**src/rtl/axi4_lite_arbiter_if.sv**
```systemverilog
// AXI4-Lite master-side bundle for axi4_lite_arbiter; signal names mirror the
// legacy pAXI4_* port names so pAXI4.<sig> reads like the original flat port.
interface axi4_lite_arbiter_if #(
  parameter int ADDR_W = 32,
  parameter int DATA_W = 32,
  parameter int MASK_W = 4,
  parameter int RESP_W = 2
) ();
  logic              ar_ready;
  logic              ar_valid;
  logic [ADDR_W-1:0] ar_bits_addr;
  logic              r_valid;
  logic [DATA_W-1:0] r_bits_data;
  logic [RESP_W-1:0] r_bits_resp;
  logic              r_ready;
  logic              aw_ready;
  logic              aw_valid;
  logic [ADDR_W-1:0] aw_bits_addr;
  logic              w_ready;
  logic              w_valid;
  logic [DATA_W-1:0] w_bits_data;
  logic [MASK_W-1:0] w_bits_strb;
  logic              b_valid;
  logic [RESP_W-1:0] b_bits_resp;
  logic              b_ready;

  modport master (
    input  ar_ready, r_valid, r_bits_data, r_bits_resp, aw_ready, w_ready, b_valid, b_bits_resp,
    output ar_valid, ar_bits_addr, r_ready, aw_valid, aw_bits_addr, w_valid, w_bits_data,
           w_bits_strb, b_ready
  );

  modport slave (
    output ar_ready, r_valid, r_bits_data, r_bits_resp, aw_ready, w_ready, b_valid, b_bits_resp,
    input  ar_valid, ar_bits_addr, r_ready, aw_valid, aw_bits_addr, w_valid, w_bits_data,
           w_bits_strb, b_ready
  );
endinterface

```
**src/rtl/axi4_lite_arbiter.sv**
```systemverilog
// Two-requester (IFU read-only, LSU read/write) arbiter onto one AXI4-Lite master,
// one transaction in flight. AXI_ARB_RR_EN selects round-robin, else LSU has fixed priority.
module axi4_lite_arbiter #(
  parameter int ADDR_W = 32,
  parameter int DATA_W = 32,
  parameter int MASK_W = 4,
  parameter int RESP_W = 2
) (
  input  logic              iClock,
  input  logic              iReset,
  input  logic              iIfuReq,
  input  logic [ADDR_W-1:0] iIfuAddr,
  output logic              oIfuGnt,
  output logic              oIfuRspValid,
  output logic [DATA_W-1:0] oIfuRspData,
  output logic [RESP_W-1:0] oIfuRspResp,
  input  logic              iLsuReq,
  input  logic              iLsuWe,
  input  logic [ADDR_W-1:0] iLsuAddr,
  input  logic [DATA_W-1:0] iLsuWData,
  input  logic [MASK_W-1:0] iLsuWMask,
  output logic              oLsuGnt,
  output logic              oLsuRspValid,
  output logic [DATA_W-1:0] oLsuRspData,
  output logic [RESP_W-1:0] oLsuRspResp,
  axi4_lite_arbiter_if.master pAXI4
);

  typedef enum logic [2:0] {IDLE, RD_ADDR, RD_DATA, WR_REQ, WR_RESP, RSP} state_t;

  state_t            r_state, w_next;
  logic              r_owner_lsu, r_aw_done, r_w_done;
  logic [ADDR_W-1:0] r_addr;
  logic [DATA_W-1:0] r_wdata, r_ifu_data, r_lsu_data;
  logic [MASK_W-1:0] r_wmask;
  logic [RESP_W-1:0] r_ifu_resp, r_lsu_resp;

  logic w_ifu_win, w_lsu_win, w_grant;
  logic w_ar_valid, w_r_ready, w_aw_valid, w_w_valid, w_b_ready;
  logic w_r_hs, w_aw_hs, w_w_hs, w_b_hs;

`ifdef AXI_ARB_RR_EN
  logic r_last_lsu;

  always_comb begin
    w_lsu_win = iLsuReq && (!iIfuReq || !r_last_lsu);
    w_ifu_win = iIfuReq && !w_lsu_win;
  end

  always_ff @(posedge iClock) begin
    if (iReset)       r_last_lsu <= 1'b0;
    else if (w_grant) r_last_lsu <= w_lsu_win;
  end
`else
  always_comb begin
    w_lsu_win = iLsuReq;
    w_ifu_win = iIfuReq && !iLsuReq;
  end
`endif

  // Grant and response pulses are masked during reset so an aborted transfer stays silent.
  assign w_grant      = (r_state == IDLE) && !iReset && (w_ifu_win || w_lsu_win);
  assign oIfuGnt      = (r_state == IDLE) && !iReset && w_ifu_win;
  assign oLsuGnt      = (r_state == IDLE) && !iReset && w_lsu_win;
  assign oIfuRspValid = (r_state == RSP) && !iReset && !r_owner_lsu;
  assign oLsuRspValid = (r_state == RSP) && !iReset && r_owner_lsu;

  assign w_r_hs  = (r_state == RD_DATA) && pAXI4.r_valid;
  assign w_aw_hs = (r_state == WR_REQ) && !r_aw_done && pAXI4.aw_ready;
  assign w_w_hs  = (r_state == WR_REQ) && !r_w_done && pAXI4.w_ready;
  assign w_b_hs  = (r_state == WR_RESP) && pAXI4.b_valid;

  always_ff @(posedge iClock) begin
    if (iReset) r_state <= IDLE;
    else        r_state <= w_next;
  end

  always_comb begin
    w_next     = r_state;
    w_ar_valid = 1'b0;
    w_r_ready  = 1'b0;
    w_aw_valid = 1'b0;
    w_w_valid  = 1'b0;
    w_b_ready  = 1'b0;
    case (r_state)
      IDLE:    if (w_grant) w_next = (w_lsu_win && iLsuWe) ? WR_REQ : RD_ADDR;
      RD_ADDR: begin
        w_ar_valid = 1'b1;
        if (pAXI4.ar_ready) w_next = RD_DATA;
      end
      RD_DATA: begin
        w_r_ready = 1'b1;
        if (w_r_hs) w_next = RSP;
      end
      WR_REQ: begin
        w_aw_valid = !r_aw_done;
        w_w_valid  = !r_w_done;
        if ((r_aw_done || w_aw_hs) && (r_w_done || w_w_hs)) w_next = WR_RESP;
      end
      WR_RESP: begin
        w_b_ready = 1'b1;
        if (w_b_hs) w_next = RSP;
      end
      RSP:     w_next = IDLE;
      default: w_next = IDLE;
    endcase
  end

  always_ff @(posedge iClock) begin
    if (iReset) begin
      r_owner_lsu <= 1'b0;
      r_aw_done   <= 1'b0;
      r_w_done    <= 1'b0;
      r_addr      <= '0;
      r_wdata     <= '0;
      r_wmask     <= '0;
      r_ifu_data  <= '0;
      r_ifu_resp  <= '0;
      r_lsu_data  <= '0;
      r_lsu_resp  <= '0;
    end else begin
      if (w_grant) begin
        r_owner_lsu <= w_lsu_win;
        r_addr      <= w_lsu_win ? iLsuAddr : iIfuAddr;
        r_wdata     <= w_lsu_win ? iLsuWData : '0;
        r_wmask     <= w_lsu_win ? iLsuWMask : '0;
        r_aw_done   <= 1'b0;
        r_w_done    <= 1'b0;
      end
      if (w_aw_hs) r_aw_done <= 1'b1;
      if (w_w_hs)  r_w_done  <= 1'b1;
      if (w_r_hs) begin
        if (r_owner_lsu) begin
          r_lsu_data <= pAXI4.r_bits_data;
          r_lsu_resp <= pAXI4.r_bits_resp;
        end else begin
          r_ifu_data <= pAXI4.r_bits_data;
          r_ifu_resp <= pAXI4.r_bits_resp;
        end
      end
      if (w_b_hs) begin
        r_lsu_data <= '0;
        r_lsu_resp <= pAXI4.b_bits_resp;
      end
    end
  end

  assign oIfuRspData = r_ifu_data;
  assign oIfuRspResp = r_ifu_resp;
  assign oLsuRspData = r_lsu_data;
  assign oLsuRspResp = r_lsu_resp;

  assign pAXI4.ar_valid     = w_ar_valid;
  assign pAXI4.ar_bits_addr = r_addr;
  assign pAXI4.r_ready      = w_r_ready;
  assign pAXI4.aw_valid     = w_aw_valid;
  assign pAXI4.aw_bits_addr = r_addr;
  assign pAXI4.w_valid      = w_w_valid;
  assign pAXI4.w_bits_data  = r_wdata;
  assign pAXI4.w_bits_strb  = r_wmask;
  assign pAXI4.b_ready      = w_b_ready;

endmodule

```
**src/flat_wrapper.sv**
```systemverilog
// flat-port wrapper written by rule: the top's interface ports become plain ports
module axi4_lite_arbiter_flat 
#(
  parameter int ADDR_W = 32,
  parameter int DATA_W = 32,
  parameter int MASK_W = 4,
  parameter int RESP_W = 2
)
  (iClock, iReset, iIfuReq, iIfuAddr, oIfuGnt, oIfuRspValid, oIfuRspData, oIfuRspResp, iLsuReq, iLsuWe, iLsuAddr, iLsuWData, iLsuWMask, oLsuGnt, oLsuRspValid, oLsuRspData, oLsuRspResp, pAXI4_ar_ready, pAXI4_r_valid, pAXI4_r_bits_data, pAXI4_r_bits_resp, pAXI4_aw_ready, pAXI4_w_ready, pAXI4_b_valid, pAXI4_b_bits_resp, pAXI4_ar_valid, pAXI4_ar_bits_addr, pAXI4_r_ready, pAXI4_aw_valid, pAXI4_aw_bits_addr, pAXI4_w_valid, pAXI4_w_bits_data, pAXI4_w_bits_strb, pAXI4_b_ready);
  axi4_lite_arbiter_if #(.ADDR_W(ADDR_W), .DATA_W(DATA_W), .MASK_W(MASK_W), .RESP_W(RESP_W)) pAXI4_i ();
  input  logic iClock;
  input  logic iReset;
  input  logic iIfuReq;
  input  logic [ADDR_W-1:0] iIfuAddr;
  output logic oIfuGnt;
  output logic oIfuRspValid;
  output logic [DATA_W-1:0] oIfuRspData;
  output logic [RESP_W-1:0] oIfuRspResp;
  input  logic iLsuReq;
  input  logic iLsuWe;
  input  logic [ADDR_W-1:0] iLsuAddr;
  input  logic [DATA_W-1:0] iLsuWData;
  input  logic [MASK_W-1:0] iLsuWMask;
  output logic oLsuGnt;
  output logic oLsuRspValid;
  output logic [DATA_W-1:0] oLsuRspData;
  output logic [RESP_W-1:0] oLsuRspResp;
  input wire logic [$bits(pAXI4_i.ar_ready)-1:0] pAXI4_ar_ready;
  input wire logic [$bits(pAXI4_i.r_valid)-1:0] pAXI4_r_valid;
  input wire logic [$bits(pAXI4_i.r_bits_data)-1:0] pAXI4_r_bits_data;
  input wire logic [$bits(pAXI4_i.r_bits_resp)-1:0] pAXI4_r_bits_resp;
  input wire logic [$bits(pAXI4_i.aw_ready)-1:0] pAXI4_aw_ready;
  input wire logic [$bits(pAXI4_i.w_ready)-1:0] pAXI4_w_ready;
  input wire logic [$bits(pAXI4_i.b_valid)-1:0] pAXI4_b_valid;
  input wire logic [$bits(pAXI4_i.b_bits_resp)-1:0] pAXI4_b_bits_resp;
  output wire logic [$bits(pAXI4_i.ar_valid)-1:0] pAXI4_ar_valid;
  output wire logic [$bits(pAXI4_i.ar_bits_addr)-1:0] pAXI4_ar_bits_addr;
  output wire logic [$bits(pAXI4_i.r_ready)-1:0] pAXI4_r_ready;
  output wire logic [$bits(pAXI4_i.aw_valid)-1:0] pAXI4_aw_valid;
  output wire logic [$bits(pAXI4_i.aw_bits_addr)-1:0] pAXI4_aw_bits_addr;
  output wire logic [$bits(pAXI4_i.w_valid)-1:0] pAXI4_w_valid;
  output wire logic [$bits(pAXI4_i.w_bits_data)-1:0] pAXI4_w_bits_data;
  output wire logic [$bits(pAXI4_i.w_bits_strb)-1:0] pAXI4_w_bits_strb;
  output wire logic [$bits(pAXI4_i.b_ready)-1:0] pAXI4_b_ready;
  assign pAXI4_i.ar_ready = pAXI4_ar_ready;
  assign pAXI4_i.r_valid = pAXI4_r_valid;
  assign pAXI4_i.r_bits_data = pAXI4_r_bits_data;
  assign pAXI4_i.r_bits_resp = pAXI4_r_bits_resp;
  assign pAXI4_i.aw_ready = pAXI4_aw_ready;
  assign pAXI4_i.w_ready = pAXI4_w_ready;
  assign pAXI4_i.b_valid = pAXI4_b_valid;
  assign pAXI4_i.b_bits_resp = pAXI4_b_bits_resp;
  assign pAXI4_ar_valid = pAXI4_i.ar_valid;
  assign pAXI4_ar_bits_addr = pAXI4_i.ar_bits_addr;
  assign pAXI4_r_ready = pAXI4_i.r_ready;
  assign pAXI4_aw_valid = pAXI4_i.aw_valid;
  assign pAXI4_aw_bits_addr = pAXI4_i.aw_bits_addr;
  assign pAXI4_w_valid = pAXI4_i.w_valid;
  assign pAXI4_w_bits_data = pAXI4_i.w_bits_data;
  assign pAXI4_w_bits_strb = pAXI4_i.w_bits_strb;
  assign pAXI4_b_ready = pAXI4_i.b_ready;
  axi4_lite_arbiter #(.ADDR_W(ADDR_W), .DATA_W(DATA_W), .MASK_W(MASK_W), .RESP_W(RESP_W)) u_core (.iClock(iClock), .iReset(iReset), .iIfuReq(iIfuReq), .iIfuAddr(iIfuAddr), .oIfuGnt(oIfuGnt), .oIfuRspValid(oIfuRspValid), .oIfuRspData(oIfuRspData), .oIfuRspResp(oIfuRspResp), .iLsuReq(iLsuReq), .iLsuWe(iLsuWe), .iLsuAddr(iLsuAddr), .iLsuWData(iLsuWData), .iLsuWMask(iLsuWMask), .oLsuGnt(oLsuGnt), .oLsuRspValid(oLsuRspValid), .oLsuRspData(oLsuRspData), .oLsuRspResp(oLsuRspResp), .pAXI4(pAXI4_i));
endmodule
```
**config.mk**
```make
export PLATFORM = sky130hd
export DESIGN_NAME = axi4_lite_arbiter_flat
export DESIGN_NICKNAME = d
export VERILOG_FILES = /design/src/rtl/axi4_lite_arbiter_if.sv /design/src/rtl/axi4_lite_arbiter.sv /design/src/flat_wrapper.sv
export SDC_FILE = /design/constraint.sdc
export NUM_CORES = 1
export LEC_CHECK = 0
export ABC_AREA = 1
export ABC_CLOCK_PERIOD_IN_PS = 1900
export CORE_AREA = 2 2 125 127
export CTS_CLUSTER_SIZE = 12
export DETAILED_ROUTE_END_ITERATION = 8
export DIE_AREA = 0 0 127 129
export HOLD_SLACK_MARGIN = 0.15
export PLACE_DENSITY = 0.8
export SLEW_MARGIN = 10
export SYNTH_ARGS = -nofsm -noshare
export SYNTH_HDL_FRONTEND = slang
export SYNTH_SLANG_ARGS = --single-unit
```
**constraint.sdc**
```tcl
create_clock -name iClock -period 1.9 [get_ports iClock]
set_input_delay 0.19 -clock iClock [delete_from_list [all_inputs] [get_ports iClock]]
set_output_delay 0.19 -clock iClock [all_outputs]
set_load 0.02 [all_outputs]
```
# Yosys cells after proc, flatten, opt, wreduce, memory -nomap -nowiden
# Cells that the tools add are included.
# totals
regBits	142
wordCells	77
output_inout_bits	177
# classes
bitwise	1
mux	21
reduce_logical	34
eq_ne	10
# ops
operator	count
2-to-1 mux 32 bit	2
logical AND 1 bit	16
2-to-1 mux 3 bit	5
one-hot mux 3 bit (5 select lines)	1
2-to-1 mux 1 bit	8
2-to-1 mux 2 bit	4
nonzero test 2 bit	4
== test 3 x 2 -> 1 bit (second input constant)	2
== test 3 bit (second input constant)	2
!= test 2 x 1 -> 1 bit (second input constant)	3
AND reduction 2 bit	3
logical NOT 1 bit	5
AND reduction 5 bit	1
2-to-1 mux 4 bit	1
!= test 2 bit (second input constant)	2
== test 3 x 1 -> 1 bit (second input constant)	1
logical NOT 3 bit	1
logical OR 1 bit	3
OR reduction 2 bit	1
NOT 1 bit	1

# Longest topological paths before layout
# Gate-level depths: netlist of the first run.
# logic_depth
depth_word	7
depth_mapped	9
depth_no_buf	8

# Worst setup path before layout of the first run
# OpenSTA, ideal clock, no wires.
# synth_timing
path_type	register to register
from	register u_core.r_state[0]
to	register u_core.r_lsu_data[10], in the netlist u_core.oLsuRspData[10]
path_buffers	2
slack_ns	0.376
stages_incl_launch_ff	9
arrival_ns	1.392
synth_period_minus_slack_ns	1.524
cell_sequence	dfxtp_1 buf_2 nor2_2 nand2_1 inv_1 nand2_1 nand2_1 buf_1 a21oi_1
# synth_between
elab_chain_len	3
# synth_lines
element	line_no	rtl
start: declaration	axi4_lite_arbiter.sv:31	state_t r_state, w_next;
start signal: assignment	axi4_lite_arbiter.sv:75	else r_state <= w_next;
== test 3 x 2 -> 1 bit or == test 3 bit (tied branches)	axi4_lite_arbiter.sv:68, axi4_lite_arbiter.sv:71	
logical AND 1 bit (on tied branches)	axi4_lite_arbiter.sv:68, axi4_lite_arbiter.sv:71	
AND reduction 2 bit (no line) or OR reduction 2 bit (tied branches)	n/a	
end signal: assignment	axi4_lite_arbiter.sv:134	r_lsu_data <= pAXI4.r_bits_data;
end: declaration	axi4_lite_arbiter.sv:34	logic [DATA_W-1:0] r_wdata, r_ifu_data, r_lsu_data;
# Several ways; a longest one is shown, not always the timed one.
# A chain may end at the register's enable or synchronous reset.

# Final worst setup path of the first run
# layout_timing
from	register u_core.r_state[1]
to	output port oIfuRspValid
# layout_between
elab_chain_len	3
# layout_lines
element	line_no	rtl
== test 3 bit	axi4_lite_arbiter.sv:65	assign oIfuRspValid = (r_state == RSP) && !iReset && !r_owner_lsu;
logical AND 1 bit (2 in a row)	axi4_lite_arbiter.sv:65	
end: declaration	flat_wrapper.sv:16	output logic oIfuRspValid;
# No other way between the ends.

==> results.md, run 1 <==
* Status: finished, final reports clean
* Pwr dens at 1110 nW/um2
* Leak pwr at 3.45 nW
* Ys async rst share at 0%
* Initial antenna violation count at 0
* Syn Inst Count at 746
* RSZ-0062 raised after global routing: false
* CP startpoint: u_core.r_state[1]
* Clock transition at path regs at 0.06 ns
* # placed instances at 1196
* Post-synth top area cell: dfxtp_1
* Post-CTS setup buffer count at 0
* Die width at 127 um
* Vias in the first global route at 5595
* FF+latch count, synth at 142
* Least-Margin Pin Slew at 0.836 ns
* Relative slew slack at 44.3%
* Register-to-Register Path Depth at 7
* Finish-stage setup viols at 0
* H-tree depth at 4
* Synthesized area per cell at 7.56 um2
* Post-DP Area at 8850 um2
* Seq pwr share at 35.2%
* CTS sink cnt at 142
* Worst Path Arrival at 1.58 ns
* Most common cell after layout, fill and taps aside: clkdlybuf4s50_1
* Worst setup SP type: flop
* Peak supply drop at 0.770 mV
* Int Power at 6.79 mW
* Final instance area at 9410 um2
* Reg-to-reg startpoint: u_core.r_state[1]
* PortBufs at 322
* Dpl hpwl at 13.6 mm
* Core ar. at 15000 um2
* Syn nets at 892
* Final Net Count at 1173
* 1st-iter DRT viols at 342
* Final Max Tran Viols at 0
* Via count at 6032
* Vias per cell at 4.91
* Share of the yosys chip area belonging to registers at 50.4%
* Setup CP Type: reg2out
* Final Instance Count excl. Fillers at 1228
* CTS tree: done
* Setup TNS at 0 ns
* Worst slack at placement at -0.0431 ns
* Area contributors post-synth: dfxtp_1, nand2_1, a21oi_1, buf_4, nand3_1
* Global-route usage over all layers at 22.5%
* Routed WL per cell at 15.5 um
* Synth top area share at 50.4%
* Fin worst setup slack at 0.126 ns
* Pin count of the biggest net entering global routing at 76
* I/O pin count at 323
* Initial core utilization at 37.7%
* Critical path capture point type: output port
* Dominant synthesized flop cell: dfxtp_1
* Post-Syn Area at 5640 um2
* Clk pwr share at 30.1%
* Area grow syn2layout at 66.7%
* WHS at 0.327 ns
* Routed wire length at 19.0 mm
* Max Fclk at 564 MHz
* Most frequent cells in the layout: clkdlybuf4s50_1, nand2_1, dfxtp_1, a21oi_1, nand3_1
* Clock Tree Root: clkbuf_16
* Library cells used by synthesis at 24
* Worst reg2reg path endpoint: u_core.oLsuRspResp[0]
* Cts bufs inserted at 17
* Post-synth EDFFs at 0
* Total power after layout at 10.4 mW
* Inserted Diodes at 0
* Tcrit/Tclk final at 93.4%
* Skew final at 0.00724 ns
* Worst Path Required at 1.71 ns
* Net Sw Power at 3.61 mW
* Critical path fanouts, max at 5
* Final worst path period need at 1.77 ns
* Sw Share at 34.7%
* Die area at 16400 um2
* Clk_lat worst skew at 0.42 ns
* Rows at 45
* Antenna-violating nets left at 0
* Overflow after GRT at 0
* R2R setup slack at 0.30 ns
* Combinational Power Share at 34.6%
* YS warnings at 0
* First-pass GRT wire length at 29.3 mm
* Die Span Y at 129 um
* Final weighted congestion in routability-driven placement at 0.875
* Layout cells sized above 1 at 7.02%
* Crit path to: oIfuRspValid
* Longest Clk Path Bufs at 2
* Number of max-cap violations at 0
* TritonRoute pass-1 iters at 6
* Hold Path Class: in2reg
* Final core utilization at 62.8%
* DRC at 0
* Fin. Hold Viols at 0
==> Yosys cell counts (3+ instances only) <==
cell / n
a21oi_1: 110
buf_2: 13
nand2_1: 256
nand3_1: 41
inv_1: 12
nor2_1: 17
buf_4: 37
clkbuf_1: 31
buf_1: 3
a31oi_1: 32
dfxtp_1: 142
o21ai_0: 23
o21ai_1: 11
buf_6: 3
==> area by class of cell <==
class	count	area [um2]
fill	1306	5570
timing repair buffer	349	3450
sequential	142	2840
multi-input combinational	501	2250
clock buffer	19	453
tap	188	235
clock inverter	13	106
inverter	16	60.1
==> sequential cells by signal, summed over array words and instances (netlist names) <==
register                   cells
u_core.oIfuRspData            32
u_core.oLsuRspResp             2
u_core.oIfuRspResp             2
u_core.oLsuRspData            32
u_core.pAXI4.w_bits_data      32
u_core.pAXI4.w_bits_strb       4
u_core.r_aw_done               1
u_core.r_owner_lsu             1
u_core.r_w_done                1
u_core.pAXI4.ar_bits_addr     32
u_core.r_state                 3
==> power groups by stage <==
stage               clock network (mW)  registers [mW]  logic (mW)
global route                      3.34            3.71        3.87
global placement                     0            3.72        3.59
floorplan                            0            4.09        1.65
detailed placement                   0            3.72        3.63
CTS                               3.20            3.67        3.62
finish                            3.14            3.66        3.60
==> cells by family (layout without fill, tap and decap cells) <==
logic type	Yosys count	in the layout	synth area share, %
AND/OR/NAND/NOR	321	321	22.7
AO/OA/AOI/OAI	180	180	16.9
flip-flops	142	142	50.4
buffers and inverters	103	397	10.0
==> routing by layer <==
metal  up-vias  global-route usage (%)  part of all wire [%]
li1       2982                       -                     -
met1      2744                    27.4                    40
met3        39                    7.69                   9.0
met2       267                    37.0                    49
met5         -                       0                     0
met4         0                    8.53                   2.3
==> worst min-delay path by stage <==
stage | from | end | depth (start not counted)
finish | iLsuWData[13] | u_core.pAXI4.w_bits_data[13] | 3
global route | iIfuAddr[17] | u_core.pAXI4.ar_bits_addr[17] | 3
CTS | iLsuWData[13] | u_core.pAXI4.w_bits_data[13] | 3
detailed placement | u_core.oIfuRspData[1] | u_core.oIfuRspData[1] | 2
global placement | u_core.pAXI4.w_bits_data[17] | u_core.pAXI4.w_bits_data[17] | 2
floorplan | pAXI4_r_bits_data[10] | u_core.oLsuRspData[10] | 2
==> what timing repair did <==
item / CTS / global route
endpoints found under the setup margin: 9 / 3
gates cloned: 0 / 0
hold buffers: 0 / 0
gates resized for setup: 12 / 6
==> worst max-delay path, cell delays in order (launching register included) <==
cell and delay (ns):
dfxtp_1 0.34, buf_4 0.17, nor2_1 0.09, nand2_1 0.07, nor3_1 0.11, dlygate4sd2_1 0.38
(Power assumes the default switching activity.)
==> run 2: changes to the inputs <==
- CELL_PAD_IN_SITES_DETAIL_PLACEMENT: default -> 0
- CELL_PAD_IN_SITES_GLOBAL_PLACEMENT: default -> 1
- CORE_AREA: 2 2 125 127 -> default
- CORE_MARGIN: default -> 1
- CORE_UTILIZATION: default -> 26
- DIE_AREA: 0 0 127 129 -> default
- PLACE_DENSITY: 0.8 -> 0.82
==> results.md, run 2 (synthesis results as in run 1) <==
* Status: finished, final reports clean
* WHS at 0.324 ns
* Routed WL per cell at 14.9 um
* Sw Share at 35.2%
* CTS tree: done
* Most common cell after layout, fill and taps aside: clkdlybuf4s50_1
* Skew final at 0.0129 ns
* Antenna-violating nets left at 0
* Layout cells sized above 1 at 7.47%
* Critical path capture point type: output port
* Clk pwr share at 31.6%
* Seq pwr share at 34.2%
* First-pass GRT wire length at 29.8 mm
* Leak pwr at 3.49 nW
* Area grow syn2layout at 69.8%
* Initial antenna violation count at 0
* Inserted Diodes at 0
* Final Net Count at 1177
* Final Max Tran Viols at 0
* Final worst path period need at 1.76 ns
* Worst slack at placement at -0.0255 ns
* Reg area at 2840 um2
* H-tree depth at 4
* Finish-stage setup viols at 0
* Rows at 53
* Relative slew slack at 42.4%
* Peak supply drop at 0.557 mV
* Fillcell total at 2109
* Routed wire length at 19.7 mm
* Pin count of the biggest net entering global routing at 76
* 1st-iter DRT viols at 246
* Hold Path Class: in2reg
* Worst Path Arrival at 1.57 ns
* Core ar. at 21200 um2
* Clock transition at path regs at 0.07 ns
* Critical path fanouts, max at 7
* Tcrit/Tclk final at 92.5%
* Final weighted congestion in routability-driven placement at 0.780
* Pwr dens at 1120 nW/um2
* PortBufs at 322
* DRC at 0
* Final instance area at 9580 um2
* Most frequent cells in the layout: clkdlybuf4s50_1, nand2_1, dfxtp_1, a21oi_1, nand3_1
* Combinational Power Share at 34.2%
* Vias in the first global route at 5642
* Worst setup SP type: flop
* Fin. Hold Viols at 0
* I/O pin count at 323
* Die Span Y at 149 um
* RSZ-0062 raised after global routing: false
* Setup CP Type: reg2out
* Global-route usage over all layers at 17.3%
* Cts bufs inserted at 17
* Die area at 22300 um2
* Fin worst setup slack at 0.142 ns
* Number of max-cap violations at 0
* CTS sink cnt at 142
* Least-Margin Pin Slew at 0.864 ns
* Clk_lat worst skew at 0.42 ns
* Post-DP Area at 9000 um2
* Dpl hpwl at 14.0 mm
* Initial core utilization at 26.7%
* Post-CTS setup buffer count at 0
* Multi-input logic area at 2250 um2
* TritonRoute pass-1 iters at 5
* Net Sw Power at 3.76 mW
* Max Fclk at 569 MHz
* Worst Path Required at 1.71 ns
* Total power after layout at 10.7 mW
* Die width at 149 um
* Vias per cell at 4.48
* # placed instances at 1287
* Via count at 5913
* Longest Clk Path Bufs at 2
* Int Power at 6.94 mW
* Overflow after GRT at 0
* # hold bufs at CTS at 0
* Clock Tree Root: clkbuf_16
* Final Instance Count excl. Fillers at 1319
run 2: cell types whose count changed in the layout (fill, tap and decap cells not counted), sizes merged:
cell / before / now
buf: 28 / 32
clkinv: 9 / 6
bufinv: 0 / 1
dlygate4sd2: 6 / 5
inv: 18 / 22
clkdlybuf4s15: 1 / 0
run 2: critical path: stages, from the launching register on:
cell and delay [ns]:
dfxtp_1 0.45, buf_4 0.16, nand2_2 0.08, nor2_1 0.09
dlygate4sd2_1 0.38
run 2: routing by layer:
layer,vias up,track usage (%),part of all wire (%)
met2,203,29.5,48
met5,-,0,0
met4,0,5.31,1.2
met1,2696,20.9,44
met3,16,4.80,6.5
li1,2998,-,-
run 2: timing repair:
action / in CTS / in global routing
pin swaps: 0 / 0
endpoints found under the setup margin: 9 / 4
gates resized for setup: 11 / 8
run 2: stage by stage:
step                utilization, %  TNS (ns)
floorplan                        -         0
global placement              42.6  -0.00741
detailed placement            42.6   -0.0255
CTS                           45.4         0
global route                  45.3         0
finish                        45.3         0
run 2: layout make-up:
class,count,area share (%)
Multi-Input combinational cell,501,23.5
Tap cell,275,3.59
Sequential cell,142,29.7
Timing Repair Buffer,353,36.4
Clock buffer,17,4.44
Clock inverter,15,1.78
Inverter,16,0.627
run 2: path summary, 6_finish.rpt:
kind	start	endpoint	slack, ns	cells after the start
worst min register to register	u_core.oIfuRspData[6]	u_core.oIfuRspData[6]	0.46	2
worst min-delay path	iLsuWData[12]	u_core.pAXI4.w_bits_data[12]	0.32	3
worst max register to register	u_core.r_state[1]	u_core.oLsuRspData[23]	0.23	8
worst max-delay path	u_core.r_state[1]	pAXI4_r_ready	0.14	4
run 2: power groups by stage:
| stage | sequential (mW) | clock [mW] | combinational [mW] |
|---|---|---|---|
| 4_1_cts | 3.67 | 3.48 | 3.70 |
| 2_1_floorplan | 4.09 | 0 | 1.65 |
| 3_3_place_gp | 3.72 | 0 | 3.70 |
| 5_1_grt | 3.71 | 3.62 | 3.93 |
| 3_5_place_dp | 3.73 | 0 | 3.71 |
| 6_report | 3.66 | 3.39 | 3.66 |
